### src/rtl/counter.sv
// counter: saturating down-counter with load and terminal-zero flag.
// Optional feature macro: COUNTER_COUNT_PORT_EN exposes the count register
// on the Count output; without it K is the only output.
module counter #(
    parameter int unsigned WIDTH      = 4,
    parameter int unsigned LOAD_VALUE = 4
) (
    input  logic             Clk,
    input  logic             Rst_n,
    input  logic             Load,
`ifdef COUNTER_COUNT_PORT_EN
    output logic [WIDTH-1:0] Count,
`endif
    output logic             K
);

    localparam logic [WIDTH-1:0] LOAD_W = WIDTH'(LOAD_VALUE);

    logic [WIDTH-1:0] r_count;
    logic [WIDTH-1:0] w_count_dec;
    logic             w_zero;

    // Zero decode and saturating decrement of the registered count.
    always_comb begin
        w_zero      = (r_count == '0);
        w_count_dec = w_zero ? r_count : (r_count - WIDTH'(1));
    end

    // Count register: the ternary on Load lets an unknown Load reach count in simulation.
    always_ff @(posedge Clk or negedge Rst_n) begin
        if (!Rst_n) begin
            r_count <= '0;
        end else begin
            r_count <= Load ? LOAD_W : w_count_dec;
        end
    end

    assign K = w_zero;

`ifdef COUNTER_COUNT_PORT_EN
    assign Count = r_count;
`endif

endmodule

### config.mk
export PLATFORM = sky130hd
export DESIGN_NAME = counter
export DESIGN_NICKNAME = d
export VERILOG_FILES = /design/src/rtl/counter.sv
export SDC_FILE = /design/constraint.sdc
export NUM_CORES = 1
export LEC_CHECK = 0
export CORE_AREA = 5 5 42 44
export CTS_CLUSTER_DIAMETER = 150
export CTS_CLUSTER_SIZE = 16
export DETAILED_ROUTE_END_ITERATION = 10
export DIE_AREA = 0 0 47 49
export PLACE_DENSITY = 0.31
export SETUP_SLACK_MARGIN = 0.15
export SLEW_MARGIN = 20
export SYNTH_ARGS = -nofsm -noshare
export SYNTH_HDL_FRONTEND = slang
export SYNTH_SLANG_ARGS = --single-unit
### constraint.sdc
create_clock -name Clk -period 2.49 [get_ports Clk]
set_input_delay 0.498 -clock Clk [delete_from_list [all_inputs] [get_ports Clk]]
set_output_delay 0.498 -clock Clk [all_outputs]
set_load 0.01 [all_outputs]
==> Word level (Yosys, flattened, before mapping) <==
Index checks and enable logic that the tools add are counted.
{ "word_totals": {"word_cells": 6, "ff_bits": 4} }
{ "op_classes": {"eq_ne": 1, "n_reduce_logical": 1, "muxes": 2, "add_sub_neg": 1} }
{ "op_table": {"columns": ["operator", "count"], "rows": [
  ["$mux W4", 2],
  ["$logic_not A4 Y1", 1],
  ["$sub A4 B1 Y4 const B", 1],
  ["$ne A2 B2 Y1 const B", 1]
]} }

==> Depth between registers and ports, before layout <==
Gate-level depths: netlist of the first run.
{ "depth": {"depth_word": 3, "depth_mapped": 4, "mapped_depth_nobuf": 4} }

==> Worst setup path before layout of the first run <==
OpenSTA, ideal clock, no wires.
{ "synth_path": {"path_kind": "reg-to-output", "startpoint": "register r_count[0]", "endpoint": "output K", "path_stages_with_launch": 4, "path_slack_ps": 1115, "arrival_time_ps": 877, "t_required_ps": 1992, "cell_sequence": "dfrtp_1 inv_1 ha_1 nor3b_4"} }
{ "synth_between": {"elab_chain_cells": 1} }
{ "synth_rtl": {"columns": ["element", "line", "text"], "rows": [
  ["start: declaration", "19", "logic [WIDTH-1:0] r_count;"],
  ["start signal: assignment", "34", "r_count <= Load ? LOAD_W : w_count_dec;"],
  ["$logic_not A4 Y1", "25", "w_zero = (r_count == '0);"],
  ["end: declaration", "14", "output logic K"]
]} }
Every way passes these cells.

==> Worst setup path after layout of the first run <==
Same ends and word-level chain as after synthesis.

==> qor.csv, run 1 <==
metric,value,unit
status,"finished, final reports clean",
worst_slew_pin_slew,230,ps
die_x,47,um
htreeDepth,1,
wire_per_inst,8.51,um
clockBufferDepth,2,
layout.nets,33,
drc,0,
worstPathRequired,1990,ps
rrSetupSlack,1100,ps
postCtsResizedCells,0,
crit_fanout,4,
start_util,0.165,
hold_violations,0,
initialDrtViolationCount,1,
cts-buffers-inserted,3,
fin_crit_sh,0.736,
grt_max_degree,8,
p_per_area,1020,nW/um2
synth_warnings,0,
vias,155,
maxSlewViolCount,0,
ir_drop,0.231,mV
rr_endpoint,r_count[0]$_DFFE_PN0P_,
critPathArrivalTime,1340,ps
multi_input_area,120,um2
power.leakage,0.152,nW
area_growth,32.4,%
cp-startpoint,r_count[0]$_DFFE_PN0P_,
rows,14,
n_fill_cell,159,
die_height,49,um
min_period,1830,ps
final_cell_mix,"dfrtp_1, inv_1, nor2b_1, mux2_2, clkbuf_4",
skew,0.172,ps
crit_type,reg -> out,
ios,4,
cp-start-kind,flop,
clkTransAtPathRegs,30,ps
die-area,2300,um2
cts_setup_buffers,0,
largest_register,r_count,
drv_cap,0,
io_buffers,3,
ff_latch_area,100,um2
coreArea,1400,um2
hold_class,in -> async,
ys_ff_latch,4,
syn_area,231,um2
yosysSeqAreaShare,0.432,
clock_latency,230,ps
setup_viol,0,
end_kind,primary output,
synth.distinct_cells,10,
synth_cells,21,
layout_commonest_cell,dfrtp_1,
rr_startpoint,r_count[0]$_DFFE_PN0P_,
finalNonFillerCells,43,
grt-ovfl-total,0,
cts_hold_buffers,0,
syn_avg_cell_area,11.0,um2
grt_pass1_wl,558,um
dp.cells,40,
clock-sinks,4,
rr_worst_depth,4,
drtAntennaViolNets,0,
finalWorstSetupSlack,656,ps
grt_use_total,0.0375,
antenna_found_initial,0,
crit_path_end,K,
tns,0,ps
cts_tree,done,
largest_register_ffs,4,
rsz0062_at_grt,false,
relSlewSlack,0.846,
grt_pass1_vias,150,
first_pass_iters,2,
synth_nets,25,
reg_top3,r_count x4,
dp_hpwl,308,um
place.gp.congestion,0.567,
n_antenna_cell,0,
cts-root-buf,clkbuf_4,
wirelength,366,um
max_freq,545,MHz
via_per_inst,3.60,
dp_slack,499,ps
layout-drive-gt1-share,0.296,
-- synthesized netlist by cell type --
master	instances	area [um2]
dfrtp_1	4	100
inv_1	3	11.3
mux2_2	3	33.8
nor2b_1	3	18.8
nor2_1	2	7.51
nor3_1	2	10.0
a211o_1	1	8.76
and3b_2	1	10.0
ha_1	1	12.5
nor3b_4	1	18.8
-- worst max-delay path, cell delays in order (launching register included) --
cell and delay [ps]:
dfrtp_1 390, inv_1 70, ha_1 200, nor3b_4 250, dlymetal6s2s_1 190
-- worst min-delay path by stage --
| stage | end | cells past startpoint | slack, ps |
|---|---|---|---|
| finish | r_count[0]$_DFFE_PN0P_ | 1 | 470 |
| global route | r_count[0]$_DFFE_PN0P_ | 1 | 480 |
| detailed placement | r_count[2]$_DFFE_PN0P_ | 1 | 600 |
| floorplan | r_count[0]$_DFFE_PN0P_ | 0 | 200 |
| global placement | r_count[2]$_DFFE_PN0P_ | 1 | 610 |
| CTS | r_count[3]$_DFFE_PN0P_ | 1 | 460 |
-- per-layer routing --
layer / share of wire / global-route usage / up-vias
li1: - / - / 83
met2: 0.49 / 0.0452 / 3
met3: 0.071 / 0.0111 / 0
met5: 0 / 0 / -
met4: 0 / 0.0553 / 0
met1: 0.43 / 0.0401 / 69
-- area by class of cell --
cell class | instances | area share
multi-input combinational | 14 | 0.392
sequential | 4 | 0.327
timing repair buffer | 3 | 0.106
clock buffer | 3 | 0.0735
tap | 16 | 0.0653
inverter | 3 | 0.0367
-- metrics by stage --
step	total power, mW	hold slack [ps]	utilization	instance area (um2)
final	0.312	466	0.219	307
after global placement	0.238	611	0.201	282
after global routing	0.340	478	0.219	307
after CTS	0.323	460	0.217	304
after detailed placement	0.241	600	0.201	282
after floorplan	0.204	202	-	231
-- power breakdown --
group / internal, mW / total, mW / switching [mW]
Sequential: 0.0889 / 0.113 / 0.0237
Combinational: 0.0753 / 0.123 / 0.0474
Clock: 0.0537 / 0.0771 / 0.0234
Total: 0.218 / 0.312 / 0.0946
-- cells by family (layout without fill, tap and decap cells) --
| group | after synthesis | count (layout) | share of synthesized area |
|---|---|---|---|
| buffers and inverters | 3 | 9 | 0.0486 |
| multiplexers | 3 | 3 | 0.146 |
| adder cells (fa/ha/maj) | 1 | 1 | 0.0540 |
| AND/OR/NAND/NOR | 9 | 9 | 0.281 |
| flip-flops | 4 | 4 | 0.432 |
| AO/OA/AOI/OAI | 1 | 1 | 0.0378 |
Power figures use the tool's default switching activity.
==> run 2: changes to the inputs <==
PLACE_DENSITY = 0.32   (was 0.31)
clock period = 1.5 ns   (was 2.49 ns; I/O delays follow)
==> run 2 against run 1 <==
Net effect:
- critical path depth did not move
- final area rose by 22%
- clock power rose by 63%
- flip-flop and latch count did not move
- first-iteration DRC count fell by 100%
- highest routed layer unchanged
- combinational power rose to 3.1 times the previous value
- global-route usage rose by 1.3 points
- final cell count rose by 19%
==> qor.csv, run 2 (same netlist as run 1, synthesis figures left out) <==
metric,value,unit
largest_register_ffs,4,
clockBufferDepth,2,
hold_class,in -> async,
rrSetupSlack,90,ps
cp-start-kind,flop,
largest_register,r_count,
first_pass_iters,1,
p_comb_frac,0.557,
die_x,47,um
die-area,2300,um2
dp_hpwl,368,um
p_seq_frac,0.259,
fin_crit_sh,0.970,
worst_slew_pin_slew,245,ps
drv_cap,0,
cts_hold_buffers,0,
die_height,49,um
p_sw,195,uW
path_cells,inv_1 > ha_2 > nor3b_4 > buf_2,
cts-buffers-inserted,3,
drc,0,
critPathArrivalTime,1160,ps
via_per_inst,3.76,
ios,4,
area_growth,61.1,%
p_per_area,1840,nW/um2
rsz0062_at_grt,true,
cpLargestDelayFamily,flip-flops,
worstPathRequired,1200,ps
layout-drive-gt1-share,0.514,
max_freq,687,MHz
cp_num_buf_inv,2,
antenna_found_initial,0,
rr_worst_depth,6,
vias,192,
tns,0,ps
wirelength,483,um
grt_pass1_wl,752,um
rows,14,
cts-root-buf,clkbuf_4,
htreeDepth,1,
crit_type,reg -> out,
place.gp.congestion,0.580,
dp_slack,-134,ps
clkTransAtPathRegs,40,ps
drtAntennaViolNets,0,
status,"finished, final reports clean",
grt-ovfl-total,0,
relSlewSlack,0.836,
cpPeakStageDelay,370,ps
ir_drop,0.425,mV
layout_commonest_cell,buf_4,
setup_viol,0,
grt_max_degree,8,
n_antenna_cell,0,
end_kind,primary output,
clockPowerShare,0.183,
critPathSlowestCell,dfrtp_1,
grt_pass1_vias,198,
cts_tree,done,
p_int,491,uW
power.leakage,0.183,nW
hold-worst-slack,271,ps
finalWorstSetupSlack,44.5,ps
skew,2.23,ps
swShare,0.284,
fin_util,0.266,
layout.nets,41,
cp.depth,4,
initialDrtViolationCount,0,
clock-sinks,4,
wire_per_inst,9.47,um
coreArea,1400,um2
grt_use_total,0.0502,
n_fill_cell,160,
reg_top3,r_count x4,
min_period,1460,ps
io_buffers,3,
hold_violations,0,
start_util,0.165,
clock_latency,230,ps
final_cell_mix,"buf_4, dfrtp_1, inv_1, nor2b_1, clkbuf_4",
crit_fanout,2,
maxSlewViolCount,0,
-- run 2: path summary, 6_finish.rpt --
path | start | endpoint
max | r_count[0]$_DFFE_PN0P_ | K
min | Rst_n | r_count[0]$_DFFE_PN0P_
max reg2reg | r_count[0]$_DFFE_PN0P_ | r_count[0]$_DFFE_PN0P_
min reg2reg | r_count[2]$_DFFE_PN0P_ | r_count[2]$_DFFE_PN0P_
max in group asynchronous | Rst_n | r_count[3]$_DFFE_PN0P_
min in group Clk | r_count[2]$_DFFE_PN0P_ | r_count[2]$_DFFE_PN0P_
-- run 2: final cells by class --
class	count	area [um2]	share of cell area
Clock buffer	3	22.5	0.0604
Inverter	3	11.3	0.0302
Tap cell	16	20.0	0.0537
Multi-Input combinational cell	14	130	0.349
Sequential cell	4	100	0.268
Timing Repair Buffer	11	88.8	0.238
-- run 2: through the flow --
step	power, mW	cell area [um2]	std cells
6_report	0.686	373	51
5_1_grt	0.745	373	51
4_1_cts	0.655	354	49
3_5_place_dp	0.488	322	45
3_3_place_gp	0.481	322	45
2_1_floorplan	0.343	234	21
-- run 2: layer usage --
layer  track usage  wire (um)  vias up
met5             0          0        -
li1              -          -       98
met1        0.0444        175       91
met2        0.0724        280        3
met3        0.0258         26        0
met4        0.0553          0        0
-- run 2: power by group through the flow --
stage	sequential (mW)	clock, mW	combinational [mW]
final	0.178	0.126	0.382
after global routing	0.181	0.141	0.423
after CTS	0.178	0.134	0.343
after detailed placement	0.179	0	0.309
after global placement	0.179	0	0.302
after floorplan	0.181	0	0.162
-- run 2: what timing repair did --
action | in CTS | in global routing
hold endpoints to repair | 0 | 0
pin swaps | 1 | 1
resized for setup | 6 | 1
buffers inserted | 1 | 2
gates cloned | 0 | 0
endpoints found under the setup margin | 3 | 4
==> run 3: changes to the inputs <==
CORE_AREA = 2 2 39 41   (was 5 5 42 44)
DIE_AREA = 0 0 41 43   (was 0 0 47 49)
==> run 3 against run 2 <==
Net effect:
- utilization up 2.1 points
- critical path type unchanged
- wire length up 13%
- combinational power up 16%
- flip-flop and latch count unchanged
- register-to-register slack worse by 40 ps
- largest power group unchanged
- clock power about the same
- worst setup slack worse by 41 ps
- maximum frequency down 2.8%
- clock skew down 1.1 ps
- first-iteration DRC count up 2
- hold slack worse by 1.8 ps
==> qor.csv, run 3 (same netlist as run 1, synthesis figures left out) <==
metric,value,unit
setup_viol,0,
end_kind,primary output,
reg_top3,r_count x4,
rsz0062_at_grt,true,
clkTransAtPathRegs,30,ps
place.gp.congestion,0.642,
htreeDepth,1,
critPathArrivalTime,1200,ps
largest_register_ffs,4,
cpPeakStageDelay,370,ps
p_per_area,1880,nW/um2
grt_max_degree,8,
start_util,0.167,
tns,0,ps
dp_slack,-135,ps
layout.nets,43,
status,"finished, final reports clean",
grt_pass1_vias,211,
use_met3,0.0157,
cts_tree,done,
min_period,1500,ps
drv_cap,0,
first_pass_iters,2,
n_antenna_cell,0,
vias,196,
area_growth,71.4,%
maxSlewViolCount,0,
rr_worst_depth,6,
grt-ovfl-total,0,
layout_commonest_cell,buf_4,
layout-drive-gt1-share,0.568,
met1_usage,0.0782,
largest_register,r_count,
crit_fanout,2,
use_met2,0.100,
hold_class,in -> async,
cp-start-kind,flop,
max_freq,668,MHz
cts-buffers-inserted,3,
worst_slew_pin_slew,231,ps
grt_pass1_wl,786,um
skew,1.10,ps
via_per_inst,3.70,
clock-sinks,4,
cts-root-buf,clkbuf_4,
initialDrtViolationCount,2,
hold_violations,0,
power.leakage,0.196,nW
wirelength,546,um
antenna_found_initial,0,
clockBufferDepth,2,
worstPathRequired,1200,ps
path_cells,inv_1 > ha_2 > nor3b_4 > buf_2,
wire_per_inst,10.3,um
die_height,43,um
ios,4,
drtAntennaViolNets,0,
ir_drop,0.612,mV
crit_type,reg -> out,
final_cell_mix,"buf_4, dfrtp_1",
n_fill_cell,146,
fin_crit_sh,0.998,
cts_hold_buffers,0,
coreArea,1380,um2
clock_latency,230,ps
critPathSlowestCell,dfrtp_1,
die-area,1760,um2
rows,14,
finalWorstSetupSlack,3.34,ps
fin_util,0.287,
relSlewSlack,0.845,
die_x,41,um
drc,0,
grt_use_total,0.0716,
grt-busiest-layer,met2,
io_buffers,3,
-- run 3: layout make-up --
class / instances / area, um2 / share of cell area
inverters: 3 / 11.3 / 0.0284
multi-input cells: 14 / 139 / 0.350
flip-flops and latches: 4 / 100 / 0.252
repair buffers: 13 / 104 / 0.262
clock buffers: 3 / 22.5 / 0.0568
well taps: 16 / 20.0 / 0.0505
-- run 3: what timing repair did --
| action | CTS | global route |
|---|---|---|
| setup buffers | 2 | 3 |
| cloned | 0 | 0 |
| resized for setup | 6 | 3 |
| pin swaps | 1 | 0 |
| setup endpoints to repair | 3 | 4 |
-- run 3: where the power goes --
part / internal, mW / switching (mW)
Combinational: 0.289 / 0.152
Clock: 0.0890 / 0.0374
Sequential: 0.147 / 0.0316
-- run 3: worst paths after layout --
path                                         from                      to  slack (ps)
max                        r_count[1]$_DFFE_PN0P_                       K           3
min                                         Rst_n  r_count[0]$_DFFE_PN0P_         270
max reg2reg                r_count[1]$_DFFE_PN0P_  r_count[0]$_DFFE_PN0P_          50
min reg2reg                r_count[2]$_DFFE_PN0P_  r_count[2]$_DFFE_PN0P_         680
max in group asynchronous                   Rst_n  r_count[3]$_DFFE_PN0P_        1070
min in group Clk           r_count[2]$_DFFE_PN0P_  r_count[2]$_DFFE_PN0P_         680
-- run 3: routing by layer --
metal	wire length, um	share of wire
met5	0	0
met4	0	0
met3	18	0.033
met2	326	0.60
met1	201	0.37
-- run 3: worst max-delay path, delay by kind of cell, from the launching register on --
| family | cells | cell delay (ps) |
|---|---|---|
| adders and majority gates | 1 | 190 |
| buffers and inverters | 2 | 230 |
| and+or+nand+nor | 1 | 180 |
| DFF | 1 | 370 |
-- run 3: stage by stage --
step                hold slack [ps]  area, um2  instances  power [mW]
finish                          269        397         53       0.747
global route                    282        397         53       0.794
CTS                             263        362         50       0.657
detailed placement              513        322         45       0.482
global placement                514        322         45       0.480
floorplan                      4.41        234         21       0.343
